### config.mk
export PLATFORM = sky130hd
export DESIGN_NAME = echo_request_pipe_fifo_flat
export DESIGN_NICKNAME = d
export VERILOG_FILES = /design/src/rtl/echo_request_pipe_fifo_if.sv /design/src/rtl/echo_request_pipe_fifo.sv /design/src/flat_wrapper.sv
export SDC_FILE = /design/constraint.sdc
export NUM_CORES = 1
export LEC_CHECK = 0
export CAP_MARGIN = 10
export CORE_MARGIN = 3
export CORE_UTILIZATION = 58
export CTS_CLUSTER_SIZE = 14
export DETAILED_ROUTE_END_ITERATION = 16
export GPL_ROUTABILITY_DRIVEN = 0
export PLACE_DENSITY_LB_ADDON = 0.2
export SLEW_MARGIN = 20
export SYNTH_ARGS = -nofsm -noshare
export SYNTH_HDL_FRONTEND = slang
export SYNTH_SLANG_ARGS = --single-unit
### constraint.sdc
create_clock -name CLK -period 11.5 [get_ports CLK]
set_input_delay 2.3 -clock CLK [delete_from_list [all_inputs] [get_ports CLK]]
set_output_delay 2.3 -clock CLK [all_outputs]
set_load 0.05 [all_outputs]
### src/rtl/echo_request_pipe_fifo_if.sv
// echo_request_pipe_fifo_if: one ENA/RDY method-call channel carrying a
// 96-bit tagged request message ([31:0] tag, [63:32] meth, [95:64] v).
//   enq__ENA  caller invokes the method this cycle
//   enq_v     message carried by the call
//   enq__RDY  method guard, driven by the callee
interface echo_request_pipe_fifo_if;
    logic        enq__ENA;
    logic [95:0] enq_v;
    logic        enq__RDY;

    // Caller side: invokes enq, observes the guard.
    modport master (
        output enq__ENA,
        output enq_v,
        input  enq__RDY
    );

    // Callee side: provides the guard, receives the call.
    modport slave (
        input  enq__ENA,
        input  enq_v,
        output enq__RDY
    );
endinterface

### src/rtl/echo_request_pipe_fifo.sv
// echo_request_pipe_fifo: DEPTH-entry in-order request buffer that drops
// messages whose tag is not say(1)/say2(2) and counts the drops.
//   CLK, nRST   clock, async active-low reset
//   pipe        slave enq channel from the request serializer
//   out         master enq channel to the request demultiplexer
//   count       current occupancy 0..DEPTH
//   drop_count  saturating count of discarded messages
module echo_request_pipe_fifo #(
    parameter int DEPTH = 4
) (
    input  logic                        CLK,
    input  logic                        nRST,
    echo_request_pipe_fifo_if.slave     pipe,
    echo_request_pipe_fifo_if.master    out,
    output logic [$clog2(DEPTH):0]      count,
    output logic [15:0]                 drop_count
);
    localparam int AW = $clog2(DEPTH);
    localparam int CW = AW + 1;
    localparam logic [CW-1:0] FULL = CW'(DEPTH);

    logic [95:0]   mem [DEPTH];
    logic [AW-1:0] rd_ptr;
    logic [AW-1:0] wr_ptr;
    logic [CW-1:0] count_next;

    logic [31:0] tag;
    logic        tag_ok;
    logic        acc;
    logic        wr;
    logic        drop;
    logic        deq;

    // Guard derives from the count register only, so a full FIFO
    // refuses enq even when a dequeue happens in the same cycle.
    assign pipe.enq__RDY = (count != FULL);

    assign tag    = pipe.enq_v[31:0];
    assign tag_ok = (tag == 32'd1) || (tag == 32'd2);

    assign acc  = pipe.enq__ENA & pipe.enq__RDY;
    assign wr   = acc & tag_ok;
    assign drop = acc & ~tag_ok;

    assign deq          = (count != '0) & out.enq__RDY;
    assign out.enq__ENA = deq;
    assign out.enq_v    = mem[rd_ptr];

    always_comb begin
        count_next = count;
        unique case (1'b1)
            (wr & ~deq): count_next = count + CW'(1);
            (deq & ~wr): count_next = count - CW'(1);
            default:     count_next = count;
        endcase
    end

    always_ff @(posedge CLK or negedge nRST) begin
        if (!nRST) begin
            rd_ptr     <= '0;
            wr_ptr     <= '0;
            count      <= '0;
            drop_count <= '0;
        end else begin
            count <= count_next;
            if (wr)
                wr_ptr <= wr_ptr + AW'(1);
            if (deq)
                rd_ptr <= rd_ptr + AW'(1);
            if (drop && drop_count != 16'hFFFF)
                drop_count <= drop_count + 16'd1;
        end
    end

    // Storage is deliberately not reset; occupancy gates its use.
    always_ff @(posedge CLK) begin
        if (wr)
            mem[wr_ptr] <= pipe.enq_v;
    end
endmodule

### src/flat_wrapper.sv
// flat-port wrapper written by rule: the top's interface ports become plain ports
module echo_request_pipe_fifo_flat 
#(
    parameter int DEPTH = 4
)
  (CLK, nRST, count, drop_count, pipe_enq__ENA, pipe_enq_v, pipe_enq__RDY, out_enq__ENA, out_enq_v, out_enq__RDY);
  echo_request_pipe_fifo_if pipe_i ();
  echo_request_pipe_fifo_if out_i ();
  input  logic CLK;
  input  logic nRST;
  output logic [$clog2(DEPTH):0] count;
  output logic [15:0] drop_count;
  input wire logic [$bits(pipe_i.enq__ENA)-1:0] pipe_enq__ENA;
  input wire logic [$bits(pipe_i.enq_v)-1:0] pipe_enq_v;
  output wire logic [$bits(pipe_i.enq__RDY)-1:0] pipe_enq__RDY;
  output wire logic [$bits(out_i.enq__ENA)-1:0] out_enq__ENA;
  output wire logic [$bits(out_i.enq_v)-1:0] out_enq_v;
  input wire logic [$bits(out_i.enq__RDY)-1:0] out_enq__RDY;
  assign pipe_i.enq__ENA = pipe_enq__ENA;
  assign pipe_i.enq_v = pipe_enq_v;
  assign pipe_enq__RDY = pipe_i.enq__RDY;
  assign out_enq__ENA = out_i.enq__ENA;
  assign out_enq_v = out_i.enq_v;
  assign out_i.enq__RDY = out_enq__RDY;
  echo_request_pipe_fifo #(.DEPTH(DEPTH)) u_core (.CLK(CLK), .nRST(nRST), .pipe(pipe_i), .out(out_i), .count(count), .drop_count(drop_count));
endmodule
==> flow_summary.json, run 1 <==
{
  "clock_latency_ps": 520,
  "htreeDepth": 2,
  "rsz0062_at_grt": "false",
  "setup_tns_ps": 0,
  "async_flop_share_pct": 5.651,
  "finalPower_mw": 4.663,
  "syn_area_sq_mm": 0.01522,
  "synth_adder_area_share_pct": 0.6249,
  "die_height_um": 168.0,
  "crit_start": "u_core.rd_ptr[0]",
  "core-area_sq_mm": 0.02547,
  "regToRegSetupSlack_ps": 8210,
  "sw_frac_of_total_pct": 34.89,
  "syn_inst": 634,
  "tightest_slew_ps": 1009,
  "ant_nets": 0,
  "end_kind": "primary output",
  "synth_flop_cell": "edfxtp_1",
  "cts_resized": 0,
  "drt_iter0_markers": 659,
  "ys_ff_latch": 407,
  "clk_root_buffer_cell": "clkbuf_16",
  "crit_path_end": "out_enq_v[7]",
  "yosysSeqAreaShare_pct": 79.56,
  "clk_path_buf_depth": 3,
  "synth_compound_area_share_pct": 0.1398,
  "finalMaxSlewViolations": 0,
  "fin_cells": 1234,
  "finalHoldViolations": 0,
  "crit_path_start_kind": "register",
  "grt_max_degree": 64,
  "portBuffers": 216,
  "vias": 7274,
  "p_per_area_mw_per_mm2": 245.3,
  "timing.rr.end": "u_core.mem[0][95]",
  "fill_cells": 1410,
  "maxSlewHeadroom_pct": 32.73,
  "die_area_sq_mm": 0.02822,
  "fmaxAchievable_ghz": 0.1606,
  "critPathRequiredTime_ps": 9200,
  "crit_type": "register to primary output",
  "synth_top_family_by_area": "multiplexers",
  "synth_area_leaders": "edfxtp_1 76%, mux4_2 14%, dfrtp_1 3.8%",
  "detail_route.wl_per_cell_um": 24.19,
  "start_util_pct": 59.74,
  "drt_wl_total_um": 29850,
  "synthSimpleGateAreaFrac_pct": 3.149,
  "cts_hold_buf": 0,
  "grt_pass1_vias": 7802,
  "dpl.hpwl_um": 18100,
  "synth_xor_xnor_area_share_pct": 1.266,
  "placedCellCount": 1161,
  "drcViolationCount": 0,
  "clk_pin_slew_ps": 60,
  "final_cell_mix": "384 x edfxtp_1, 215 x clkdlybuf4s50_1, 96 x mux4_2",
  "synth_cell_type_count": 39,
  "row_count": 58,
  "dieWidth_um": 168.0,
  "syn-num-nets": 741,
  "gr-total-overflow": 0,
  "ir_drop_mv": 0.2785,
  "netlist.area_leader.share_pct": 75.78,
  "netSwitchingPower_mw": 1.627,
  "cts.sinks": 407,
  "cts_tree": "done",
  "syn_to_final_growth_pct": 24.92,
  "seq_power_share_pct": 37.6,
  "grt_util_all_layers_pct": 21.34,
  "r2r_cells": 5,
  "final_common_cell": "edfxtp_1",
  "syn_area_per_cell_sq_um": 24.00,
  "p_comb_share_pct": 35.7,
  "period_needed_ps": 6225,
  "synth_top_area_cell": "edfxtp_1",
  "status": "finished clean",
  "period_share_pct": 54.13,
  "p_leak_nw": 6.182,
  "antenna_found_initial": 1,
  "cp.arrival_ps": 3920,
  "yosys_warnings": 0,
  "reg2reg_from": "u_core.count[2]",
  "drive_above_1_share_pct": 19.60,
  "cts-buffers-inserted": 40,
  "clock_power_share_pct": 26.7,
  "via_per_inst": 5.895,
  "critical_path.max_fanout": 51,
  "dr.pass1.iters": 5,
  "synth_edf_count": 384,
  "setup_viol": 0,
  "hp-class": "register to register",
  "nNetsFinal": 980,
  "internal_power_mw": 3.036,
  "skew_ps": 10.59,
  "synth.area.mux_share_pct": 14.35,
  "maxCapViolCount": 0,
  "postCtsSetupRepairBufs": 0,
  "grt_first_pass_wirelength_um": 45970,
  "io_pins": 217
}
layout make-up:
cell class	count	area (sq um)	share of cell area (%)
clock inverters	18	136.4	0.7174
flip-flops and latches	407	12110	63.73
repair buffers	222	2202	11.58
clock buffers	54	1137	5.983
diodes	1	2.502	0.01316
inverters	6	22.52	0.1185
multi-input cells	196	2982	15.68
well taps	330	412.9	2.172
cell families (layout without fill, tap and decap cells):
logic type	Yosys count	count (layout)
AO/OA/AOI/OAI	3	3
buffers and inverters	31	300
other	0	1
flip-flops	407	407
adder cells (fa/ha/maj)	7	7
AND/OR/NAND/NOR	66	66
XOR/XNOR	22	22
multiplexers	98	98
synth_stat cells, types with 2 or more instances:
| cell | number |
|---|---|
| xnor2_1 | 5 |
| buf_1 | 2 |
| mux4_2 | 96 |
| and4_1 | 2 |
| nor4_1 | 15 |
| and2_1 | 4 |
| clkbuf_1 | 10 |
| xor2_1 | 17 |
| nor2_1 | 3 |
| nor3_1 | 3 |
| nand3_1 | 9 |
| inv_1 | 6 |
| nor4_4 | 3 |
| edfxtp_1 | 384 |
| buf_2 | 12 |
| nand2_1 | 9 |
| ha_1 | 6 |
| dfrtp_1 | 23 |
| nand4_1 | 5 |
critical path, stage by stage (launching register included):
cell and delay, ps:
dfrtp_4 1040, buf_4 900, mux4_2 620, clkdlybuf4s50_1 760
routing by layer:
| layer | vias up | wire, um | GRT usage (%) |
|---|---|---|---|
| met3 | 62 | 2304 | 4.837 |
| met4 | 2 | 762 | 6.475 |
| met2 | 283 | 14850 | 34.31 |
| met5 | - | 11 | 0 |
| li1 | 3169 | - | - |
| met1 | 3758 | 11920 | 30.09 |
power by group through the flow:
stage / Clock [mW] / Combinational [mW] / Sequential (mW)
6_report: 1.24 / 1.67 / 1.75
5_1_grt: 1.33 / 1.73 / 1.77
4_1_cts: 1.27 / 1.69 / 1.76
3_5_place_dp: 0 / 1.68 / 1.79
3_3_place_gp: 0 / 1.67 / 1.79
2_1_floorplan: 0 / 1.19 / 1.75
registers in the layout, summed over array words and instances (netlist names):
name               flops
u_core.mem           384
u_core.wr_ptr          2
u_core.count           3
u_core.drop_count     16
u_core.rd_ptr          2
metrics by stage:
step                      hold WS, ps  utilization, %  instance area (sq um)  worst slack, ps
after floorplan                 579.6               -                  15220             5522
after global placement          482.2           69.64                  17740             5376
after detailed placement        487.5           69.64                  17740             5221
after CTS                       511.2           74.64                  19010             5105
after global routing            543.2           74.62                  19010             4951
final                           502.2           74.63                  19010             5275
worst min path at each step:
| stage | cells after the start | slack [ps] | end | from |
|---|---|---|---|---|
| 2_1_floorplan | 2 | 580 | u_core.wr_ptr[1] | u_core.wr_ptr[1] |
| 3_3_place_gp | 1 | 480 | u_core.drop_count[15] | u_core.drop_count[15] |
| 3_5_place_dp | 1 | 490 | u_core.drop_count[9] | u_core.drop_count[9] |
| 4_1_cts | 1 | 510 | u_core.drop_count[15] | u_core.drop_count[15] |
| 5_1_grt | 1 | 540 | u_core.drop_count[15] | u_core.drop_count[15] |
| 6_report | 1 | 500 | u_core.drop_count[15] | u_core.drop_count[15] |
No activity file was read; power rests on OpenSTA's default activity.
==> run 2, diff against run 1 <==
CORE_UTILIZATION = 49   (was 58)
clock period = 5.3 ns   (was 11.5 ns; I/O delays follow)
==> flow_summary.json, run 2 (synthesized netlist as in run 1, its figures left out) <==
{
  "critPathRequiredTime_ps": 4240,
  "syn_to_final_growth_pct": 26.41,
  "regToRegSetupSlack_ps": 2540,
  "grt_max_degree": 62,
  "final_common_cell": "edfxtp_1",
  "clk_path_buf_depth": 3,
  "dr.pass1.iters": 5,
  "nNetsFinal": 986,
  "htreeDepth": 2,
  "cts.sinks": 407,
  "dpl.hpwl_um": 19140,
  "p_leak_nw": 6.260,
  "dieWidth_um": 182.2,
  "reg2reg_from": "u_core.count[2]",
  "regMostFlops": "u_core.mem",
  "core-area_sq_mm": 0.03011,
  "setup_viol": 0,
  "die_height_um": 182.2,
  "grt_util_all_layers_pct": 18.25,
  "detail_route.wl_per_cell_um": 23.28,
  "whs_endpoint": "u_core.drop_count[15]",
  "critical_path.max_fanout": 38,
  "status": "finished clean",
  "finish.utilization_pct": 63.88,
  "clk_root_buffer_cell": "clkbuf_16",
  "hold_start": "u_core.drop_count[15]",
  "grt.busiest_layer": "met2",
  "gr-total-overflow": 0,
  "postCtsSetupRepairBufs": 0,
  "largest_reg_flops": 384,
  "rsz0062_at_grt": "false",
  "fin_ws_ps": 1055,
  "antenna_found_initial": 0,
  "top_regs": "u_core.mem (384), u_core.drop_count (16), u_core.count (3)",
  "dpl_cell_area_sq_mm": 0.01796,
  "grt_util_met3_pct": 4.166,
  "ir_drop_mv": 0.4065,
  "cp.arrival_ps": 3180,
  "finalHoldViolations": 0,
  "row_count": 63,
  "p_per_area_mw_per_mm2": 530.8,
  "drive_above_1_share_pct": 20.79,
  "r2r_cells": 5,
  "grt_pass1_vias": 7693,
  "vias": 7206,
  "die_area_sq_mm": 0.03321,
  "final_area_sq_mm": 0.01924,
  "cts_hold_buf": 0,
  "setup_tns_ps": 0,
  "cts_resized": 0,
  "timing.rr.end": "u_core.mem[3][77]",
  "finalPower_mw": 10.21,
  "period_share_pct": 80.09,
  "tightest_slew_ps": 795.8,
  "ant_nets": 0,
  "clock_latency_ps": 520,
  "drt_iter0_markers": 610,
  "end_kind": "primary output",
  "drcViolationCount": 0,
  "crit_path_start_kind": "register",
  "crit_chain": "buf_4, mux4_2, clkdlybuf4s50_1",
  "finalMaxSlewViolations": 0,
  "gr-usage-met1_pct": 25.21,
  "drt_wl_total_um": 30270,
  "final_cell_mix": "384 x edfxtp_1, 215 x clkdlybuf4s50_1, 96 x mux4_2",
  "io_pins": 217,
  "placedCellCount": 1227,
  "start_util_pct": 50.54,
  "hp-class": "register to register",
  "fin_cells": 1300,
  "period_needed_ps": 4245,
  "via_per_inst": 5.543,
  "hold_ws_ps": 500.0,
  "whs_path_depth": 1,
  "clk_pin_slew_ps": 60,
  "place_ws_ps": 869.8,
  "maxCapViolCount": 0,
  "fmaxAchievable_ghz": 0.2356,
  "cpPeakStageDelay_ps": 930,
  "cts-buffers-inserted": 40,
  "maxSlewHeadroom_pct": 46.77,
  "cts_tree": "done",
  "critical_path.slowest_cell": "dfrtp_4",
  "grt_first_pass_wirelength_um": 46370,
  "portBuffers": 216,
  "met2_usage_pct": 29.94,
  "skew_ps": 16.31,
  "crit_type": "register to primary output"
}
## run 2: worst max-delay path by stage
stage                     cells past startpoint                end             start
after CTS                                     3      out_enq_v[34]  u_core.rd_ptr[0]
after floorplan                               4   u_core.mem[0][0]    pipe_enq_v[14]
after global placement                        6  u_core.mem[3][76]     pipe_enq_v[2]
after detailed placement                      6  u_core.mem[0][81]     pipe_enq_v[2]
after global routing                          3      out_enq_v[34]  u_core.rd_ptr[0]
final                                         3      out_enq_v[34]  u_core.rd_ptr[0]
## run 2: layout make-up
| cell class | instances | area [sq um] |
|---|---|---|
| Inverter | 6 | 22.52 |
| Timing Repair Buffer | 228 | 2347 |
| Multi-Input combinational cell | 196 | 2982 |
| Clock inverter | 25 | 221.5 |
| Fill cell | 2033 | 10880 |
| Tap cell | 390 | 488.0 |
| Antenna cell | 1 | 2.502 |
| Clock buffer | 47 | 1059 |
| Sequential cell | 407 | 12110 |
## run 2: routing by layer
layer | part of all wire [%] | wire [um]
met1 | 41 | 12440
met2 | 50 | 15140
met3 | 6.8 | 2067
met4 | 2.0 | 616
met5 | 0 | 0
## run 2: power by group
group / internal (mW) / switching [mW] / total [mW]
combinational: 1.46 / 2.22 / 3.68
sequential: 3.56 / 0.238 / 3.80
clock: 1.62 / 1.11 / 2.73
## run 2: worst max-delay path, delay by kind of cell, from the launching register on
| family | cells | cell delay [ps] |
|---|---|---|
| buf+inv | 2 | 1130 |
| flops | 1 | 930 |
| mux | 1 | 590 |
